[config.mk]
export PLATFORM = sky130hd
export DESIGN_NAME = adc_frame_capture
export DESIGN_NICKNAME = d
export VERILOG_FILES = /design/src/rtl/adc_capture_pkg.sv /design/src/rtl/adc_chan_decim.sv /design/src/rtl/adc_frame_capture.sv
export SDC_FILE = /design/constraint.sdc
export NUM_CORES = 1
export LEC_CHECK = 0
export CORE_UTILIZATION = 35
export DETAILED_ROUTE_END_ITERATION = 6
export SYNTH_ARGS = -nofsm -noshare
export SYNTH_HDL_FRONTEND = slang
export SYNTH_SLANG_ARGS = --single-unit
[constraint.sdc]
create_clock -name frame_clk -period 3 [get_ports frame_clk]
set_input_delay 0.9 -clock frame_clk [delete_from_list [all_inputs] [get_ports frame_clk]]
set_output_delay 0.9 -clock frame_clk [all_outputs]
set_load 0.02 [all_outputs]
[src/rtl/adc_capture_pkg.sv]
// Shared constants, state encoding and helpers for the ADC frame capture block.
package adc_capture_pkg;

  localparam int NCH_DEF = 8;
  localparam int DW_DEF  = 12;
  // Seven guard bits hold the sum of up to 128 samples without overflow.
  localparam int ACC_W   = DW_DEF + 7;

  typedef enum logic [2:0] {
    ST_IDLE    = 3'd0,
    ST_ARMED   = 3'd1,
    ST_DELAY   = 3'd2,
    ST_CAPTURE = 3'd3,
    ST_DONE    = 3'd4
  } cap_state_e;

  function automatic logic is_busy(input cap_state_e s);
    return (s == ST_ARMED) || (s == ST_DELAY) || (s == ST_CAPTURE);
  endfunction

endpackage

[src/rtl/adc_chan_decim.sv]
// One channel's decimation stage: picks the first sample of each window, or, with
// ADC_CAPTURE_AVG_EN defined, forms the boxcar average of the window.
module adc_chan_decim
  import adc_capture_pkg::*;
#(
  parameter int DW = DW_DEF
) (
  input  logic          clk,
  input  logic          rst_n,
  input  logic [DW-1:0] sample_i,
  input  logic          win_start_i,
  input  logic          win_end_i,
`ifdef ADC_CAPTURE_AVG_EN
  input  logic [2:0]    dec_log2_i,
`endif
  output logic [DW-1:0] word_o
);

  logic [DW-1:0] word_q;

`ifdef ADC_CAPTURE_AVG_EN
  localparam int AW = DW + (ACC_W - DW_DEF);

  logic [AW-1:0] acc_q, acc_d;

  // The window start restarts the sum, so the accumulator needs no other enable.
  always_comb begin
    acc_d = (win_start_i ? '0 : acc_q) + AW'(sample_i);
  end

  always_ff @(posedge clk or negedge rst_n) begin
    if (!rst_n) begin
      acc_q  <= '0;
      word_q <= '0;
    end else begin
      acc_q <= acc_d;
      if (win_end_i) word_q <= DW'(acc_d >> dec_log2_i);
    end
  end
`else
  logic [DW-1:0] held_q;
  logic [DW-1:0] pick_w;

  // At D=1 start and end coincide, so the live sample bypasses the holding register.
  always_comb begin
    pick_w = win_start_i ? sample_i : held_q;
  end

  always_ff @(posedge clk or negedge rst_n) begin
    if (!rst_n) begin
      held_q <= '0;
      word_q <= '0;
    end else begin
      if (win_start_i) held_q <= sample_i;
      if (win_end_i)   word_q <= pick_w;
    end
  end
`endif

  assign word_o = word_q;

endmodule

[src/rtl/adc_frame_capture.sv]
// Arm/trigger/delay/decimate acquisition controller writing packed NCH-channel words
// to a sample RAM. Define ADC_CAPTURE_AVG_EN for boxcar averaging instead of picking.
module adc_frame_capture
  import adc_capture_pkg::*;
#(
  parameter int NCH    = NCH_DEF,
  parameter int DW     = DW_DEF,
  parameter int ADDR_W = 12
) (
  input  logic                frame_clk,
  input  logic                reset_n,
  input  logic [NCH*DW-1:0]   data_in,
  input  logic                arm,
  input  logic                abort,
  input  logic                trig,
  input  logic [15:0]         delay_frames,
  input  logic [ADDR_W-1:0]   record_len,
  input  logic [2:0]          dec_log2,
  output logic                wr_en,
  output logic [ADDR_W-1:0]   wr_addr,
  output logic [NCH*DW-1:0]   wr_data,
  output logic                busy,
  output logic                done,
  output logic [2:0]          dbg_state
);

  // Write port: wr_en is a one-cycle strobe qualifying wr_addr/wr_data in that
  // same cycle; the RAM has no ready and must accept every strobe.

  cap_state_e        state_q, state_d;
  logic              trig_q;
  logic [15:0]       dly_q, dly_d;
  logic [ADDR_W-1:0] len_q, len_d;
  logic [2:0]        dec_q, dec_d;
  logic [6:0]        win_q, win_d;
  logic [ADDR_W-1:0] idx_q, idx_d;
  logic              last_q, last_d;
  logic              wr_en_q, wr_en_d;
  logic [ADDR_W-1:0] wr_addr_q, wr_addr_d;
  logic              busy_q, busy_d;
  logic              done_q, done_d;

  logic              trig_rise;
  logic              cap_active;
  logic [6:0]        win_mask;
  logic              win_start;
  logic              win_end;
  logic [ADDR_W-1:0] last_idx;

  assign trig_rise  = trig & ~trig_q;
  assign win_mask   = 7'h7f >> (3'd7 - dec_q);
  // Once the last word is formed, strobes stop so no stray write follows at D=1.
  assign cap_active = (state_q == ST_CAPTURE) && !last_q && !abort;
  assign win_start  = cap_active && (win_q == 7'd0);
  assign win_end    = cap_active && (win_q == win_mask);
  assign last_idx   = len_q - ADDR_W'(1);

  always_comb begin
    state_d   = state_q;
    dly_d     = dly_q;
    len_d     = len_q;
    dec_d     = dec_q;
    win_d     = win_q;
    idx_d     = idx_q;
    last_d    = last_q;
    wr_en_d   = 1'b0;
    wr_addr_d = wr_addr_q;
    case (state_q)
      ST_IDLE: begin
        if (arm) state_d = ST_ARMED;
      end
      ST_ARMED: begin
        if (trig_rise) begin
          dly_d   = delay_frames;
          len_d   = record_len;
          dec_d   = dec_log2;
          win_d   = 7'd0;
          idx_d   = '0;
          last_d  = 1'b0;
          state_d = (delay_frames == 16'd0) ? ST_CAPTURE : ST_DELAY;
        end
      end
      ST_DELAY: begin
        dly_d = dly_q - 16'd1;
        if (dly_q <= 16'd1) state_d = ST_CAPTURE;
      end
      ST_CAPTURE: begin
        if (last_q) begin
          state_d = ST_DONE;
        end else if (win_end) begin
          wr_en_d   = 1'b1;
          wr_addr_d = idx_q;
          idx_d     = idx_q + ADDR_W'(1);
          win_d     = 7'd0;
          if (idx_q == last_idx) last_d = 1'b1;
        end else begin
          win_d = win_q + 7'd1;
        end
      end
      ST_DONE: begin
        if (arm) state_d = ST_ARMED;
      end
      default: state_d = ST_IDLE;
    endcase
    if (abort) begin
      state_d = ST_IDLE;
      wr_en_d = 1'b0;
      dly_d   = '0;
      win_d   = '0;
      idx_d   = '0;
      last_d  = 1'b0;
    end
  end

  assign busy_d = is_busy(state_d);
  assign done_d = (state_d == ST_DONE);

  always_ff @(posedge frame_clk or negedge reset_n) begin
    if (!reset_n) begin
      state_q   <= ST_IDLE;
      trig_q    <= 1'b0;
      dly_q     <= '0;
      len_q     <= '0;
      dec_q     <= '0;
      win_q     <= '0;
      idx_q     <= '0;
      last_q    <= 1'b0;
      wr_en_q   <= 1'b0;
      wr_addr_q <= '0;
      busy_q    <= 1'b0;
      done_q    <= 1'b0;
    end else begin
      state_q   <= state_d;
      trig_q    <= trig;
      dly_q     <= dly_d;
      len_q     <= len_d;
      dec_q     <= dec_d;
      win_q     <= win_d;
      idx_q     <= idx_d;
      last_q    <= last_d;
      wr_en_q   <= wr_en_d;
      wr_addr_q <= wr_addr_d;
      busy_q    <= busy_d;
      done_q    <= done_d;
    end
  end

  for (genvar k = 0; k < NCH; k++) begin : g_ch
    adc_chan_decim #(
      .DW(DW)
    ) u_chan (
      .clk         (frame_clk),
      .rst_n       (reset_n),
      .sample_i    (data_in[DW*k +: DW]),
      .win_start_i (win_start),
      .win_end_i   (win_end),
`ifdef ADC_CAPTURE_AVG_EN
      .dec_log2_i  (dec_q),
`endif
      .word_o      (wr_data[DW*k +: DW])
    );
  end

  assign wr_en     = wr_en_q;
  assign wr_addr   = wr_addr_q;
  assign busy      = busy_q;
  assign done      = done_q;
  assign dbg_state = state_q;

endmodule

== Yosys cells after proc, flatten, opt, wreduce, memory -nomap -nowiden ==
Cells that the tools add are included.

* Register bits: 262

* Equality and inequality tests: 13
* Reduce and logical (&&, ||, !) cells: 20
* Bitwise gates (word level): 3
* Add/sub/neg operators: 5
* Magnitude comparators: 1
* Shifts and indexed selects: 1
* Mux-type cells: 38

{| class="wikitable"
|+ Operator list
! cell !! number
|-
| 12-bit 2-to-1 mux || 12
|-
| 16-bit 2-to-1 mux || 2
|-
| 16-bit one-hot mux with 2 select lines || 1
|-
| 7-bit 2-to-1 mux || 4
|-
| 12-bit one-hot mux with 2 select lines || 1
|-
| 16-bit by 1-bit <= comparator with 1-bit output, second input constant || 1
|-
| 16-bit zero test || 1
|-
| 16-bit by 1-bit subtractor with 16-bit output, second input constant || 1
|-
| 3-bit 2-to-1 mux || 5
|-
| 7-bit one-hot mux with 2 select lines || 1
|-
| 12-bit by 1-bit adder with 12-bit output, second input constant || 1
|-
| 12-bit equality test || 1
|-
| 3-bit by 2-bit equality test with 1-bit output, second input constant || 4
|-
| 3-bit one-hot mux with 4 select lines || 1
|-
| 12-bit by 1-bit subtractor with 12-bit output, second input constant || 1
|-
| 1-bit 2-to-1 mux || 10
|-
| 7-bit by 1-bit adder with 7-bit output, second input constant || 1
|-
| 7-bit equality test || 1
|-
| 7-bit zero test || 1
|-
| 7-bit by 3-bit >> shifter with 7-bit output, first input constant || 1
|-
| 3-bit by 1-bit equality test with 1-bit output, second input constant || 2
|-
| 3-bit equality test, second input constant || 2
|-
| 3-bit != test, second input constant || 2
|-
| 2-bit AND reduction || 3
|-
| other kinds (13) || 21
|}

== Depth between registers and ports, before layout ==
Gate-level depths: netlist of run 1.

* Depth after elaboration: 8
* Mapped depth: 10

== Cells and area by module ==
From an unflattened synthesis of run 1, not the netlist that was laid out.

* Cells, all modules: 862
* Area total of the unflattened synthesis: 11467.2 um^2

{| class="wikitable"
|+ By module, submodules not included
! module !! instances !! sequential area each (um^2) !! cells each !! area an instance (um^2)
|-
| adc_chan_decim || 8 || 600.6 || 50 || 928.4
|-
| adc_frame_capture || 1 || 1751.7 || 462 || 4040.1
|}

== Worst setup path before layout of run 1 ==
No wires, ideal clock.

* Path type: input -> register
* Start point: input port abort
* End point: register g_ch[4].u_chan.word_q[10]
* Slack: 243 ps
* Cell stages on the path: 10
* Data required time: 2875 ps
* Buffers on the path: 4
* Arrival time: 2632 ps
* Cell sequence: clkbuf_2 -> inv_1 -> nand3_4 -> nor2_4 -> and4_1 -> buf_2 -> buf_4 -> buf_6 -> mux2_2 -> mux2_4

* Cells in the longest elaborated chain, start to end: 4
* Elaborated cells between the ends (all ways): 5
* Those cells by class: mux: 1; reduce/logical: 4

{| class="wikitable"
|+ Ends and longest elaborated chain
! what !! line !! text
|-
| start: declaration || adc_frame_capture.sv:14 || <nowiki>input logic abort,</nowiki>
|-
| 1-bit zero test || adc_frame_capture.sv:53 || <nowiki>assign cap_active = (state_q == ST_CAPTURE) && !last_q && !abort;</nowiki>
|-
| 1-bit logical AND || adc_frame_capture.sv:53 ||
|-
| 1-bit logical AND || adc_frame_capture.sv:54 || <nowiki>assign win_start = cap_active && (win_q == 7'd0);</nowiki>
|-
| 12-bit 2-to-1 mux || -- ||
|-
| net g_ch[4].u_chan.pick_w[10] || adc_chan_decim.sv:42 || <nowiki>logic [DW-1:0] pick_w;</nowiki>
|-
| end signal: assignment || adc_chan_decim.sv:55 || <nowiki>if (win_end_i) word_q <= pick_w;</nowiki>
|-
| end: declaration || adc_chan_decim.sv:19 || <nowiki>logic [DW-1:0] word_q;</nowiki>
|}

The timed path passes the listed nets, and every way through them passes these cells.
A chain may end at the register's enable or synchronous reset.

== Worst setup path in the final report of run 1 ==
* Start point: register state_q[1] (netlist: dbg_state[1])
* End point: output port dbg_state[1]

{| class="wikitable"
|+ RTL lines
! what !! line !! text
|-
| start: declaration || adc_frame_capture.sv:30 || <nowiki>cap_state_e state_q, state_d;</nowiki>
|-
| start signal: assignment || adc_frame_capture.sv:133 || <nowiki>state_q <= state_d;</nowiki>
|-
| end: declaration || adc_frame_capture.sv:24 || <nowiki>output logic [2:0] dbg_state</nowiki>
|}

No word-level cell between the ends.

==> impl_results.md, run 1 <==
* Max-slew headroom at 59.6%
* Largest family of logic cells by synthesized area: multiplexers
* Family with the most delay on the worst path: buffers and inverters
* Hold_buf cts at 0
* Input/output buffers at 245
* Post-CTS sizing at 0
* Top cells by count, synth: dfrtp_1 (262), mux2_2 (99), mux2_4 (90), nand2_1 (77), nor2_1 (33)
* Post-synthesis adder-cell area fraction at 0.638%
* Worst-Margin Slew at 0.601 ns
* FMAX at 361 MHz
* Mux share of post-synthesis cell area at 22.5%
* Leak at 0.00701 µW
* TritonCTS Buffers at 29
* Setup Skew at 0.0356 ns
* GR peak layer: met2
* Fillers at 2961
* Initial Util at 35.9%
* Worst-path clk slew at 0.06 ns
* Drc violations at 0
* Endpoint class of the critical path: primary output
* Boundary Pins at 246
* M1 GR Usage at 22.6%
* Register area share after synthesis at 55.7%
* Number of global-route vias before repair at 7789
* Setup repair bufs after CTS at 0
* Final hold vios at 0
* CP peak stage delay at 0.71 ns
* Placed Area at 0.0148 mm²
* Die width at 185 µm
* CP Max Fanout at 16
* Total power at 8950 µW
* Post-route minimum period at 2.77 ns
* Post-synthesis simple-gate area fraction at 9.31%
* YS warnings at 0
* Worst R2R Setup Slack at 0.48 ns
* Worst Setup Path Type: flop to primary output
* GPL Wtd Cong at 0.787
* Final ANT Viol Nets at 0
* Yosys top cell area share at 55.7%
* Nets at 1275
* Total gr overflow at 0
* Unrepaired setup endpoints after global routing: no
* Post-synth EDFFs at 0
* Crit path DAT at 1.87 ns
* DIE AREA at 0.0343 mm²
* Vias at 7819
* Number of synthesized register bits at 262
* Async SR Flop Fraction at 100%
* GRT Total Usage at 16.2%
* Pre-CTS setup slack at -0.0540 ns
* # clock sinks at 262
* Area Overhead vs Synth at 33.6%
* Synth Net Count at 1017
* Non-Filler Instances at 1601
* Synth cell types at 74
* Outcome: complete, no violations
* Site Rows at 66
* MaxCap Viol Count at 0
* Peak VDD IR at 0.473 mV
* Cells after Synth at 879
* Final Cycle Share at 92.4%
* WP buf/inv at 1
* Class of the worst hold path: primary input to asynchronous set/reset pin
* Setup-failing EPs final at 0
* CTS tree: yes
* Fraction of layout instances using a drive strength above 1 at 24.8%
* Max-slew violation count at 0
* Core area at 0.0328 mm²
* Vias/cell at 4.88
* Max clock buf depth at 3
* CP required at 2.10 ns
* DRT Wirelength at 28100 µm
* Area share of xor/xnor cells in the synthesized design at 1.49%
* M2 GR Usage at 25.4%
* Compound-Gate Fraction of Synth Area at 6.44%
* Post-Place Cells at 1548
* Clock Latency Late Sink at 0.55 ns
* Ys flop type: dfrtp_1
* CP startpoint kind: flop
* Mapped Area at 0.0118 mm²
* Fin util at 47.9%
* Antenna violations before repair at 0
* Slowest-stage cell, CP: clkdlybuf4s50_1
* Syn_area_per_cell at 13.4 µm²
* Clk Tree Root Cell: clkbuf_16
* Final HPWL DP at 19800 µm
* Critical Path, Cell by Cell: clkdlybuf4s50_1
* Htree depth at 1
* Most frequent cell after synthesis: dfrtp_1
* Starting DRC count in detailed routing at 273
* First drt pass iteration count at 5
* DIE HEIGHT at 185 µm
* Antenna diode count at 0
* Pwr/cell area at 569 mW/mm²
* Design Area, Final at 0.0157 mm²
* First-pass GRT wire length at 44000 µm
* Setup ws final at 0.228 ns
* Cell accounting for the most synthesized area: dfrtp_1
* Routed len/inst at 17.5 µm
* Most area-consuming cells after synthesis: dfrtp_1 (56%), mux2_4 (11%), mux2_2 (9.5%), nand2_1 (2.5%), buf_12 (1.7%)
* Largest net degree at the start of global routing at 69
* Met3 usage at 3.48%
==> cell usage in the layout, fill, tap and decap left out, types with 7 or more instances in the layout <==
cell type,instances
dfrtp_1,262
clkdlybuf4s50_1,244
mux2_2,99
mux2_4,90
nand2_1,77
nor2_1,33
clkbuf_16,29
o21ai_0,27
a21oi_1,26
nand3_1,19
buf_4,17
inv_1,15
mux2_1,15
nor4_1,15
xnor2_1,14
buf_12,13
nor3_1,12
or3_1,8
clkbuf_8,8
and3_1,7
==> flip-flops by register name, indices dropped and copies added, names as in the netlist <==
| register | count |
|---|---|
| busy | 1 |
| dbg_state | 3 |
| dec_q | 3 |
| dly_q | 16 |
| done | 1 |
| g_ch.u_chan.held_q | 96 |
| g_ch.u_chan.word_o | 96 |
| idx_q | 12 |
| last_q | 1 |
| len_q | 12 |
| trig_q | 1 |
| win_q | 7 |
| wr_addr | 12 |
| wr_en | 1 |
==> power by group <==
group	leakage, µW	total (µW)	switching [µW]	internal (µW)
registers	0.00358	4100	208	3890
logic	0.00297	1350	641	711
clock network	0.000468	3490	1430	2060
total	0.00701	8950	2280	6660
==> cell type report <==
type                       count  area (µm²)  share of cell area (%)
clock buffer                  42         855                    5.44
sequential                   262        6560                    41.7
clock inverter                11        96.3                   0.613
timing repair buffer         275        2850                    18.1
inverter                      15        56.3                   0.358
multi-input combinational    554        4750                    30.3
tap                          442         553                    3.52
==> final timing paths <==
check / start / to / depth (start not counted)
worst min-delay path: reset_n / g_ch[2].u_chan.word_o[9] / 1
worst max register to register: dec_q[2] / g_ch[1].u_chan.word_o[9] / 6
worst max-delay path: dbg_state[1] / dbg_state[1] / 1
worst min register to register: g_ch[6].u_chan.held_q[4] / g_ch[6].u_chan.held_q[4] / 1
max in group asynchronous: reset_n / g_ch[1].u_chan.held_q[7] / 2
min in group frame_clk: g_ch[6].u_chan.held_q[4] / g_ch[6].u_chan.held_q[4] / 1
==> worst register-to-register path, stage by stage, from the launching register on <==
cell,delay [ns]
dfrtp_1,0.47
or4b_4,0.57
a21oi_2,0.19
o31a_4,0.19
and3_4,0.35
buf_12,0.24
mux2_2,0.38
==> cell families after synthesis <==
logic type	count (synthesis)
compound gates	111
buf+inv	63
simple gates	212
mux	205
fa+ha+maj	6
xor+xnor	20
flops	262
==> layer usage <==
metal,up-vias,part of all wire [%],routed length (µm)
li1,3684,-,-
met1,3861,46,13000
met2,241,45,12600
met3,33,7.5,2110
met4,0,1.6,448
met5,-,0,0
==> metrics by stage <==
stage,hold WS [ns],setup TNS [ns]
detailed placement,0.470,-2.49
global route,0.318,0
global placement,0.463,-1.29
floorplan,0.455,0
finish,0.311,0
CTS,0.305,0
Note: power is estimated with default switching activity, not from simulation.
==> run 2: changes to the inputs <==
--- a/config.mk
+++ b/config.mk
@@ -7,6 +7,7 @@
 export LEC_CHECK = 0
 export CORE_UTILIZATION = 35
 export DETAILED_ROUTE_END_ITERATION = 6
+export SLEW_MARGIN = 20
 export SYNTH_ARGS = -nofsm -noshare
 export SYNTH_HDL_FRONTEND = slang
 export SYNTH_SLANG_ARGS = --single-unit
==> results of run 2 <==
The final DEF is identical to that of run 1; final timing and power are the same.
==> RTL edit 1: new RTL, settings of run 1 <==
The output `wr_en` loses its register stage (`wr_en_q` becomes a continuous assignment).
--- a/src/rtl/adc_frame_capture.sv
+++ b/src/rtl/adc_frame_capture.sv
@@ -125,7 +125,6 @@
       win_q     <= '0;
       idx_q     <= '0;
       last_q    <= 1'b0;
-      wr_en_q   <= 1'b0;
       wr_addr_q <= '0;
       busy_q    <= 1'b0;
       done_q    <= 1'b0;
@@ -138,12 +137,13 @@
       win_q     <= win_d;
       idx_q     <= idx_d;
       last_q    <= last_d;
-      wr_en_q   <= wr_en_d;
       wr_addr_q <= wr_addr_d;
       busy_q    <= busy_d;
       done_q    <= done_d;
     end
   end
+
+  assign wr_en_q = wr_en_d;
 
   for (genvar k = 0; k < NCH; k++) begin : g_ch
     adc_chan_decim #(
Check against the original RTL: not equivalent (Yosys sat finds a counterexample within 4 cycles, from zero or initial values and one cycle with reset_n low).
==> RTL edit 1 against run 1 <==
Register-to-register slack lost 160 ps; non-clock buffer count grew 14; sequential cell count shrank 1; design area grew 0.85%; power grew 3.1%; via count grew 1.0%; setup slack lost 200 ps; wire length grew 0.43%; count of clock-buffer cells in the layout shrank 1; area after synthesis shrank 0.21%; critical endpoint is now wr_en.
==> RTL edit 1: results (changes against run 1) <==
| Metric | Value |
|---|---|
| Status | finished, final reports clean |
| Global-route wire length before repair | 44,200 um (+0.50%) |
| Clock-pin slew on the worst setup and hold paths | 60 ps (about the same) |
| TritonCTS Buffers | 29 (unchanged) |
| Fin crit share | 99.0% (+6.6 points) |
| Worst clock skew | 21.4 ps (-14.3 ps) |
| CP peak stage delay | 550 ps (-160 ps) |
| Avg Cell Area, Syn | 13.4 um2 (about the same) |
| Share of cells above drive strength 1 | 25.9% (+1.2 points) |
| Via density | 4.89 (+0.20%) |
| Family with the most delay on the worst path | simple AND/OR/NAND/NOR gates |
| Antenna Cells | 0 (unchanged) |
| Worst setup path endpoint | wr_en |
| Syn nets | 1,016 (-0.098%) |
| R2r setup slk | 320 ps (-160 ps) |
| Final Max Tran Viols | 0 (unchanged) |
| Area post-placement | 14,800 um2 (+0.27%) |
| Final Instance Area | 15,900 um2 (+0.85%) |
| Yosys cell types | 74 (unchanged) |
| Nets@finish | 1,288 (+1.0%) |
| Fill count | 2,953 (-0.27%) |
| Seq/Total Area, Yosys | 55.7% (-0.094 points) |
| Antenna violations before repair | 0 (unchanged) |
| Most used DFF post-synth | dfrtp_1 |
| Worst-case clock buffer depth | 3 (unchanged) |
| DRT iter0 DRCs | 316 (+16%) |
| Peak supply drop | 0.420 mV (-11%) |
| Synth Area in Compound Gates | 6.45% (+0.014 points) |
| Adder-cell share of the synthesized area | 0.640% (+0.0014 points) |
| CP max-delay cell | or4b_4 |
| Commonest cells in the synthesized netlist | dfrtp_1, mux2_2, mux2_4 |
| Worst EP arrival | 2070 ps (+200 ps) |
| GRT Total Usage | 16.3% (+0.11 points) |
| Ranking of synthesized cells by area | dfrtp_1, mux2_4, mux2_2 |
| Post-synthesis mux area share | 22.5% (+0.048 points) |
| Post-Layout Cell Count | 1,614 (+0.81%) |
| RR Endpoint | g_ch[7].u_chan.word_o[1] |
| Reg2reg path depth | 7 (+1) |
| Crit path from | dec_q[2] |
| Asr flop ratio synth | 100% (unchanged) |
| Root Buffer | clkbuf_16 |
| Worst slack, placed | -299 ps (-245 ps) |
| Largest net degree at the start of global routing | 72 (+4.3%) |
| DP HPWL | 19,900 um (+0.30%) |
| Vias in the first global route | 7,824 (+0.45%) |
| Slew HR | 58.2% (-1.4 points) |
| Post-Synth XOR/XNOR Area | 1.49% (+0.0032 points) |
| Hold_ws | 284 ps (-27.4 ps) |
| H-tree levels | 1 (unchanged) |
| GR Util met2 | 25.7% (+0.22 points) |
| First-pass DRT Iterations | 5 (unchanged) |
| Worst r2r src | dec_q[2] |
| Hold WC Path Type | input pin to asynchronous set/reset pin |
| Grt met1 use | 22.8% (+0.22 points) |
| Pleak | 7.10 nW (+1.3%) |
| Ys Warns | 0 (unchanged) |
| Grt met3 use | 3.54% (+0.059 points) |
| GPL Wtd Cong | 0.826 (+5.0%) |
| Critical path fanouts, max | 2 (-14) |
| Post-Route WL | 28,200 um (+0.43%) |
-- RTL edit 1: routing by layer --
metal	wire length [um]	vias up	part of all wire [%]
met1	13000	3886	46
met5	0	-	0
met4	529	0	1.9
met3	2120	33	7.5
li1	-	3707	-
met2	12600	272	45
-- RTL edit 1: final cells by class --
cell class / count / share of cell area (%)
clock buffer: 41 / 5.43
tap: 442 / 3.49
multi-input combinational: 554 / 30.0
sequential: 261 / 41.2
clock inverter: 12 / 1.01
timing repair buffer: 289 / 18.5
inverter: 15 / 0.355
-- RTL edit 1: power breakdown --
| group | internal [mW] | total [mW] | leakage, nW | switching (mW) |
|---|---|---|---|---|
| registers | 3.88 | 4.06 | 3.56 | 0.182 |
| logic | 0.746 | 1.44 | 3.04 | 0.690 |
| clock network | 2.26 | 3.73 | 0.506 | 1.47 |
| total | 6.89 | 9.22 | 7.10 | 2.34 |
-- RTL edit 1: what timing repair did --
item / CTS / global route
endpoints found under the setup margin: 1 / 1
resized for setup: 7 / 1
setup buffers: 2 / 0
pin swaps: 2 / 0
==> RTL edit 2: new RTL, settings of run 1 <==
Without the edit above. `DW_DEF`: 12 -> 24.
--- a/src/rtl/adc_capture_pkg.sv
+++ b/src/rtl/adc_capture_pkg.sv
@@ -2,7 +2,7 @@
 package adc_capture_pkg;
 
   localparam int NCH_DEF = 8;
-  localparam int DW_DEF  = 12;
+  localparam int DW_DEF  = 24;
   // Seven guard bits hold the sum of up to 128 samples without overflow.
   localparam int ACC_W   = DW_DEF + 7;
 
Interface: changed (resized data_in and wr_data); port bits go from 246 to 438. The function was not compared with the original's and may differ.
==> RTL edit 2 against run 1 <==
Sequential share of layout area is 2.5 points higher; wire length grew 76%; register-to-register slack lost 170 ps; power is 100% higher; area after synthesis is 55% higher; setup slack better by 78 ps; design area grew 63%; sequential cell count up 192; critical path type is now register to register; highest routed layer is now met5.
==> RTL edit 2: results (changes against run 1) <==
| Metric | Value |
|---|---|
| Share of cells above drive strength 1 | 17.1% (-7.7 points) |
| Largest net degree at the start of global routing | 68 (-1.4%) |
| Final worst slack | 306 ps (+77.5 ps) |
| Worst clock skew | 13.1 ps (-22.5 ps) |
| Root Buffer | clkbuf_16 |
| Ranking of synthesized cells by area | dfrtp_1, mux2_2, nor2_1 |
| GPL Wtd Cong | 0.815 (+3.5%) |
| Post-Route WL | 49,600 um (+76%) |
| Vias in the first global route | 13,800 (+77%) |
| Post-Synth XOR/XNOR Area | 0.815% (-0.67 points) |
| TritonCTS Buffers | 49 (+69%) |
| Peak supply drop | 0.374 mV (-21%) |
| Area post-placement | 24,000 um2 (+62%) |
| Avg Cell Area, Syn | 11.0 um2 (-18%) |
| Post-synthesis mux area share | 12.8% (-9.7 points) |
| Syn nets | 1,891 (+86%) |
| Worst setup path endpoint | g_ch[1].u_chan.word_o[16] |
| Hold_ws | 283 ps (-28.7 ps) |
| Reg2reg path depth | 8 (+2) |
| Global-route wire length before repair | 78,000 um (+77%) |
| Ys Warns | 0 (unchanged) |
| Adder-cell share of the synthesized area | 0.411% (-0.23 points) |
| Crit path from | dec_q[1] |
| Via density | 4.74 (-2.9%) |
| GRT Total Usage | 18.6% (+2.4 points) |
| Post-CTS sizing | 0 (unchanged) |
| DRT iter0 DRCs | 734 (+170%) |
| Commonest cells in the synthesized netlist | nor2_1, dfrtp_1, mux2_2 |
| Post-CTS Setup Bufs | 0 (unchanged) |
| Net Sw Power | 4.99 mW (+120%) |
| Critical path fanouts, max | 47 (+31) |
| Hold WC Path Type | input pin to asynchronous set/reset pin |
| Yosys cell types | 63 (-15%) |
| Asr flop ratio synth | 100% (unchanged) |
| Slew HR | 63.2% (+3.6 points) |
| Seq/Total Area, Yosys | 62.2% (+6.4 points) |
| Clock-pin slew on the worst setup and hold paths | 60 ps (about the same) |
| Synth Area in Compound Gates | 3.50% (-2.9 points) |
| Worst-case clock buffer depth | 3 (unchanged) |
| Port bufs | 437 (+78%) |
| Antenna violations before repair | 5 (+5) |
| Nets@finish | 2,370 (+86%) |
| Dpl cells | 2,765 (+79%) |
| Status | finished, final reports clean |
| Cell with the most instances after synthesis | nor2_1 |
| Worst EP arrival | 3160 ps (+1290 ps) |
| Pleak | 12.1 nW (+73%) |
| Clock Latency Late Sink | 580 ps (+30 ps) |
| Post-Layout Cell Count | 2,855 (+78%) |
| First-pass DRT Iterations | 5 (unchanged) |
| Worst slack, placed | 61.8 ps (+116 ps) |
| H-tree levels | 2 (+1) |
| Hold-fix buffers at CTS | 0 (unchanged) |
| DP HPWL | 35,600 um (+79%) |
[RTL edit 2: logic make-up (layout without fill, tap and decap cells)]
| family | count (synthesis) | after routing |
|---|---|---|
| AOI/OAI and AO/OA | 98 | 98 |
| xor gates and xnor gates | 17 | 17 |
| adders and majority gates | 6 | 6 |
| buffers and inverters | 100 | 615 |
| DFF | 454 | 454 |
| muxes | 208 | 208 |
| other | 0 | 3 |
| and+or+nand+nor | 774 | 774 |
[RTL edit 2: routing by layer]
metal	routed length, um	share of wire, %	GRT usage (%)	vias to the layer above
li1	-	-	-	6428
met2	24000	48	30.8	366
met3	3240	6.5	4.24	76
met1	21400	43	24.5	6661
met5	27	0.054	0	-
met4	943	1.9	4.57	4
[RTL edit 2: power by group through the flow]
| stage | sequential [mW] | combinational, mW | clock [mW] |
|---|---|---|---|
| finish | 7.79 | 4.13 | 6.24 |
| global route | 7.93 | 4.46 | 6.67 |
| CTS | 7.81 | 4.17 | 6.44 |
| detailed placement | 7.91 | 4.16 | 0 |
| global placement | 7.85 | 4.09 | 0 |
| floorplan | 8.45 | 1.49 | 0 |
[RTL edit 2: worst max-delay path: stages (launching register included)]
cell	delay, ps
dfrtp_1	480
and3_1	230
or4_1	500
a311o_1	310
or3_4	420
buf_12	230
buf_12	220
nor2_1	120
nor2_1	50
[RTL edit 2: cell type report]
cell class | instances | area (um2)
timing repair buffer | 516 | 5320
clock inverter | 12 | 216
sequential | 454 | 11400
multi-input combinational | 1103 | 6390
fill | 4686 | 25700
inverter | 12 | 50.0
antenna | 3 | 7.51
clock buffer | 75 | 1480
tap | 680 | 851
